### src/rtl/fitbit_pkg.sv
// Shared encodings for the step-pulse source and the step tracker bench:
// cadence modes, fixed rates, the 9-second hybrid profile and FSM states.
package fitbit_pkg;

    localparam int unsigned MODE_W  = 2;
    localparam int unsigned RATE_W  = 8;
    localparam int unsigned SEC_W   = 8;
    localparam int unsigned TOTAL_W = 16;

    localparam logic [MODE_W-1:0] MODE_32  = 2'd0;
    localparam logic [MODE_W-1:0] MODE_64  = 2'd1;
    localparam logic [MODE_W-1:0] MODE_128 = 2'd2;
    localparam logic [MODE_W-1:0] MODE_HYB = 2'd3;

    localparam int unsigned RATE_32  = 32;
    localparam int unsigned RATE_64  = 64;
    localparam int unsigned RATE_128 = 128;

    localparam int unsigned HYB_LEN = 9;

    localparam logic [0:0] ST_IDLE = 1'b0;
    localparam logic [0:0] ST_RUN  = 1'b1;

    // Hybrid profile rate for a given elapsed second; zero past the end.
    function automatic logic [RATE_W-1:0] hyb_rate(input logic [SEC_W-1:0] idx);
        case (idx)
            8'd0:    return 8'd20;
            8'd1:    return 8'd33;
            8'd2:    return 8'd66;
            8'd3:    return 8'd27;
            8'd4:    return 8'd70;
            8'd5:    return 8'd30;
            8'd6:    return 8'd19;
            8'd7:    return 8'd30;
            8'd8:    return 8'd33;
            default: return 8'd0;
        endcase
    endfunction

    // Pulses per second for a latched mode at the given elapsed second.
    function automatic logic [RATE_W-1:0] mode_rate(input logic [MODE_W-1:0] m,
                                                    input logic [SEC_W-1:0]  sec);
        case (m)
            MODE_32:  return RATE_W'(RATE_32);
            MODE_64:  return RATE_W'(RATE_64);
            MODE_128: return RATE_W'(RATE_128);
            default:  return hyb_rate(sec);
        endcase
    endfunction

endpackage

### src/rtl/rate_accumulator.sv
// Phase accumulator: adds rate each enabled cycle and emits a registered
// pulse whenever the sum crosses CLK_HZ, giving exactly rate pulses per second.
module rate_accumulator
    import fitbit_pkg::*;
#(
    parameter int unsigned CLK_HZ = 100000000,
    parameter int unsigned ACC_W  = $clog2(CLK_HZ + 128)
) (
    input  logic              clk,
    input  logic              rst,
    input  logic              clr,
    input  logic              en,
    input  logic [RATE_W-1:0] rate,
    output logic              pulse,
    output logic              fire_c
);

    logic [ACC_W-1:0] acc;
    logic [ACC_W-1:0] sum_c;

    // acc < CLK_HZ and rate <= 128, so the sum never overflows ACC_W.
    always_comb begin
        sum_c  = acc + ACC_W'(rate);
        fire_c = en && (sum_c >= ACC_W'(CLK_HZ));
    end

    // clr wins over the accumulate but not over the pulse compare, so a
    // second-boundary clear still emits the pulse due on that cycle.
    always_ff @(posedge clk) begin
        if (rst) begin
            acc   <= '0;
            pulse <= 1'b0;
        end else begin
            pulse <= fire_c;
            if (clr) begin
                acc <= '0;
            end else if (en) begin
                acc <= fire_c ? (sum_c - ACC_W'(CLK_HZ)) : sum_c;
            end
        end
    end

endmodule

### src/rtl/step_pulse_gen.sv
// Step-pulse source: fixed-cadence or hybrid-profile single-cycle strobes,
// with elapsed-second and pulse-total reporting.
module step_pulse_gen
    import fitbit_pkg::*;
#(
    parameter int unsigned CLK_HZ = 100000000,
    parameter int unsigned ACC_W  = $clog2(CLK_HZ + 128)
) (
    input  logic               clk100Mhz,
    input  logic               rst,
    input  logic               start,
    input  logic               stop,
    input  logic [MODE_W-1:0]  mode,
    output logic               pulseSignal,
    output logic               busy,
    output logic               done,
    output logic [SEC_W-1:0]   sec_count,
    output logic [TOTAL_W-1:0] pulse_total
);

    localparam int unsigned TICK_W = (CLK_HZ > 1) ? $clog2(CLK_HZ) : 1;
    localparam logic [TICK_W-1:0] TICK_LAST = TICK_W'(CLK_HZ - 1);

    logic [0:0]         state, state_nxt;
    logic [MODE_W-1:0]  mode_q, mode_nxt;
    logic [TICK_W-1:0]  tick, tick_nxt;
    logic [SEC_W-1:0]   sec_nxt;
    logic [TOTAL_W-1:0] total_nxt;
    logic               busy_nxt;
    logic               done_nxt;
    logic               acc_clr_c;
    logic               acc_en_c;
    logic               fire_c;
    logic [RATE_W-1:0]  rate_c;

    assign rate_c = mode_rate(mode_q, sec_count);

    rate_accumulator #(
        .CLK_HZ (CLK_HZ),
        .ACC_W  (ACC_W)
    ) u_acc (
        .clk    (clk100Mhz),
        .rst    (rst),
        .clr    (acc_clr_c),
        .en     (acc_en_c),
        .rate   (rate_c),
        .pulse  (pulseSignal),
        .fire_c (fire_c)
    );

    // State and counter registers.
    always_ff @(posedge clk100Mhz) begin
        if (rst) begin
            state       <= ST_IDLE;
            mode_q      <= '0;
            tick        <= '0;
            sec_count   <= '0;
            pulse_total <= '0;
            busy        <= 1'b0;
            done        <= 1'b0;
        end else begin
            state       <= state_nxt;
            mode_q      <= mode_nxt;
            tick        <= tick_nxt;
            sec_count   <= sec_nxt;
            pulse_total <= total_nxt;
            busy        <= busy_nxt;
            done        <= done_nxt;
        end
    end

    // Next-state, counter and accumulator control.
    always_comb begin
        state_nxt = state;
        mode_nxt  = mode_q;
        tick_nxt  = tick;
        sec_nxt   = sec_count;
        total_nxt = pulse_total;
        done_nxt  = 1'b0;
        acc_clr_c = 1'b0;
        acc_en_c  = 1'b0;

        case (state)
            ST_IDLE: begin
                if (start && !stop) begin
                    state_nxt = ST_RUN;
                    mode_nxt  = mode;
                    tick_nxt  = '0;
                    sec_nxt   = '0;
                    total_nxt = '0;
                    acc_clr_c = 1'b1;
                end
            end
            ST_RUN: begin
                if (stop) begin
                    state_nxt = ST_IDLE;
                    acc_clr_c = 1'b1;
                end else begin
                    acc_en_c = 1'b1;
                    if (fire_c && (pulse_total != '1)) begin
                        total_nxt = pulse_total + TOTAL_W'(1);
                    end
                    if (tick == TICK_LAST) begin
                        tick_nxt  = '0;
                        acc_clr_c = 1'b1;
                        if (sec_count != '1) begin
                            sec_nxt = sec_count + SEC_W'(1);
                        end
                        // Last second of the hybrid profile just ended.
                        if ((mode_q == MODE_HYB) && (sec_count == SEC_W'(HYB_LEN - 1))) begin
                            state_nxt = ST_IDLE;
                            done_nxt  = 1'b1;
                        end
                    end else begin
                        tick_nxt = tick + TICK_W'(1);
                    end
                end
            end
            default: begin
                state_nxt = ST_IDLE;
            end
        endcase

        busy_nxt = (state_nxt == ST_RUN);
    end

endmodule
### config.mk
export PLATFORM = sky130hd
export DESIGN_NAME = step_pulse_gen
export DESIGN_NICKNAME = d
export VERILOG_FILES = /design/src/rtl/fitbit_pkg.sv /design/src/rtl/rate_accumulator.sv /design/src/rtl/step_pulse_gen.sv
export SDC_FILE = /design/constraint.sdc
export NUM_CORES = 1
export LEC_CHECK = 0
export ABC_AREA = 1
export BUFFER_PORTS_ARGS = -buffer_cell sky130_fd_sc_hd__buf_4
export CAP_MARGIN = 15
export CORE_UTILIZATION = 55
export CTS_BUF_LIST = sky130_fd_sc_hd__clkbuf_4 sky130_fd_sc_hd__clkbuf_8
export DETAILED_ROUTE_END_ITERATION = 6
export PLACE_DENSITY = 0.71
export SYNTH_ARGS = -nofsm -noshare
export SYNTH_HDL_FRONTEND = slang
export SYNTH_SLANG_ARGS = --single-unit
### constraint.sdc
create_clock -name clk100Mhz -period 4.69 [get_ports clk100Mhz]
set_clock_uncertainty 0.05 [all_clocks]
set_input_delay 0.469 -clock clk100Mhz [delete_from_list [all_inputs] [get_ports clk100Mhz]]
set_output_delay 0.469 -clock clk100Mhz [all_outputs]
set_load 0.01 [all_outputs]
==> impl_metrics.toml <==
[cts]
cts_num_sinks = 90
clock-root-buffer = "clkbuf_8"
insertion_delay_ns = 0.38
tritoncts = "yes"
clk_pin_slew_worst_paths_ns = 0.09
cts-buffers-inserted = 9
cts_buffer_depth = 2
htree_levels = 3

[worst_setup_path]
crit_required_ns = 4.92
timing.rr.end = "pulse_total[13]"
r2r_slack_ns = 0.56
cpMaxStageDelayCell = "dfxtp_1"
reg2reg_from = "sec_count[7]"
crit_path_max_incr_delay_ns = 0.35
start_kind = "flip-flop"
cp_max_fo = 12
endpoint_kind = "flip-flop"
worst_ep_arrival_time_ns = 4.35
cpMostUsedCell = "nand2_1"
reg2reg_depth = 31
critPathKind = "flip-flop to flip-flop"

[finish]
nets = 1111
post-route-cell-area_mm2 = 0.006852
post-route-util = 0.6238
fillerInstances = 1139
layout-drive-gt1-share = 0.08907
syn_to_final_growth_pct = 9.127
antenna_cells = 0

[placed_design]
numPortBuffers = 32
hpwl_mm = 12.05
dp_slack_ns = 0.4632
postPlaceCellArea_mm2 = 0.006660
gp_congestion = 0.9313

[pwr]
pwr_density_cell_mw_per_mm2 = 216.3
ir_drop_v = 0.0002063
swShare = 0.2931
clock_power_share = 0.342
p_switching_w = 0.0004344
p_int_w = 0.001048
seqPwrFrac = 0.541
leakage_nw = 3.099
p_comb_frac = 0.116
p_total_w = 0.001482

[global_routing]
grt_overflow = 0
grt_max_degree = 33
grt_pass1_wl_mm = 26.54
grt_util_all_layers = 0.2863
grt_antenna_before_repair = 0
grt_pass1_vias = 5720

[logic_synthesis]
synth_compound_area_frac = 0.09805
synthAdderAreaFrac = 0.04305
synth-xor-area-share = 0.01674
async_flop_share = 0
synth_top_family_by_area = "simple AND/OR/NAND/NOR gates"
synthCells = 1053
yosysWarnings = 0
synth.yosys.seq_area_share = 0.2870
synthMuxAreaShare = 0
synth_seq_cells = 90
ys.flop_type = "dfxtp_1"
synth_fp_nets = 1080
synth_area_per_cell_um2 = 5.963
synth-simple-area-share = 0.4490
synth-edff-count = 0
synth_cell_types = 41
syn_area_mm2 = 0.006279

[min_path]
hold_path.class = "input port to flip-flop"
whs_endpoint = "pulse_total[5]"
holdCritStartpoint = "rst"
worstHoldPathCells = 2

[die]
num_rows = 38
core_mm2 = 0.01098
io-pin-count = 33
start_util = 0.5717
dieWidth_um = 108.8
die-area_mm2 = 0.01185
die_y_um = 108.8

[timing]
fmax_mhz = 242.4
timing_hold_violations_final = 0
max_slew_margin = 0.5254
rsz0062_at_grt = "false"
worstMarginPinSlew_ns = 0.7093
fin_ws_ns = 0.5642
finalSetupViolCount = 0
final_max_slew_viol_count = 0
period_needed_ns = 4.126
fin_setup_tns_ns = 0
period_share = 0.8797

[detailed_routing]
drc_errors = 0
post_drt_wl_per_cell_um = 12.95
drt_pre_antenna_iters = 6
num_vias = 6462
route.met2.wl_mm = 7.171
wl_met3_um = 743
drt-total-wl_mm = 15.92
drt-met1-wl_mm = 7.676
ant_nets = 0
drt-initial-drc-count = 388
routed.top_layer = "met4"
vias_per_cell = 5.258

[outcome]
status = "finished, final reports clean"

[run]
max_cap_violations = 0
## final cells by class
type | instances | area [µm²] | area share
Clock buffer | 11 | 138.9 | 0.02027
Timing Repair Buffer | 40 | 300.3 | 0.04383
Clock inverter | 5 | 40.04 | 0.005844
Tap cell | 140 | 175.2 | 0.02557
Sequential cell | 90 | 1802 | 0.2630
Inverter | 152 | 573.1 | 0.08364
Multi-Input combinational cell | 791 | 3822 | 0.5579
## how the worst max path moves through the flow
stage,start,end,cells after the start
global route,sec_count[7],pulse_total[13],31
finish,sec_count[7],pulse_total[13],31
floorplan,sec_count[7],u_acc.acc[15],31
CTS,sec_count[7],u_acc.acc[14],32
detailed placement,sec_count[7],u_acc.acc[14],32
global placement,sec_count[7],u_acc.acc[20],32
## layout by cell type (no fill, tap or decap), drive strengths merged
cell | netlist | layout
o21ai | 35 | 35
o211ai | 2 | 2
o22ai | 1 | 1
nor3 | 29 | 29
a211oi | 6 | 6
and3 | 1 | 1
a221oi | 2 | 2
or2 | 5 | 5
clkbuf | 15 | 11
nand3 | 100 | 100
dfxtp | 90 | 90
nand3b | 5 | 5
nor3b | 4 | 4
clkinv | 2 | 4
nor2 | 138 | 138
inv | 150 | 151
ha | 20 | 20
o21a | 1 | 1
fa | 1 | 1
buf | 5 | 40
nand2 | 332 | 332
xnor2 | 6 | 6
o32ai | 1 | 1
nor4 | 6 | 6
a21oi | 60 | 60
and2 | 2 | 2
clkinvlp | 0 | 2
nand4 | 23 | 23
xor2 | 6 | 6
a31oi | 5 | 5
## state kept, by name (all words and copies together) (netlist names), named ones only
name and cells:
u_acc.pulse 1, pulse_total 16, state 1, sec_count 8, done 1, tick 27
u_acc.acc 27, mode_q 2
## metrics by stage
stage                     hold slack, ns  cells
after floorplan                   0.3882   1053
after global placement            0.4004   1213
after detailed placement          0.4035   1213
after CTS                         0.2681   1229
after global routing              0.2735   1229
final                             0.2756   1229
## per-layer routing
| layer | vias to the layer above | track usage |
|---|---|---|
| met3 | 26 | 0.03646 |
| li1 | 3431 | - |
| met1 | 2871 | 0.3847 |
| met4 | 0 | 0.1071 |
| met2 | 134 | 0.4675 |
| met5 | - | 0 |
## power by group through the flow
stage / clock network [W] / logic (W) / registers (W)
2_1_floorplan: 0 / 0.000117 / 0.000818
3_3_place_gp: 0 / 0.000170 / 0.000819
3_5_place_dp: 0 / 0.000172 / 0.000820
4_1_cts: 0.000521 / 0.000172 / 0.000802
5_1_grt: 0.000556 / 0.000195 / 0.000805
6_report: 0.000507 / 0.000172 / 0.000802
## Yosys cell counts, types with 11 or more instances
master / n / area [µm²]
nand3_1: 94 / 470.5
o21ai_0: 30 / 150.1
ha_1: 20 / 250.2
nand2_1: 320 / 1201
nor3_1: 29 / 145.1
clkbuf_1: 15 / 56.30
nor2_1: 128 / 480.5
a21oi_1: 59 / 295.3
nand4_1: 23 / 143.9
nand2_2: 11 / 68.82
dfxtp_1: 90 / 1802
inv_1: 143 / 536.8
## worst max-delay path: cells and delay by family (launching register included)
family | cells | cell delay (ns)
AOI/OAI and AO/OA | 1 | 0.16
adders and majority gates | 2 | 0.47
buffers and inverters | 4 | 0.49
DFF | 1 | 0.35
and+or+nand+nor | 24 | 2.52
## timing repair
item,in CTS,in global routing
hold buffers,0,0
setup buffers,0,0
resized for setup,0,2
setup endpoints to repair,0,15
## cell families (layout without fill, tap and decap cells)
group | after synthesis | in the layout
adders and majority gates | 21 | 21
and+or+nand+nor | 645 | 645
DFF | 90 | 90
xor gates and xnor gates | 12 | 12
buffers and inverters | 172 | 208
AOI/OAI and AO/OA | 113 | 113
Power figures use the tool's default switching activity.
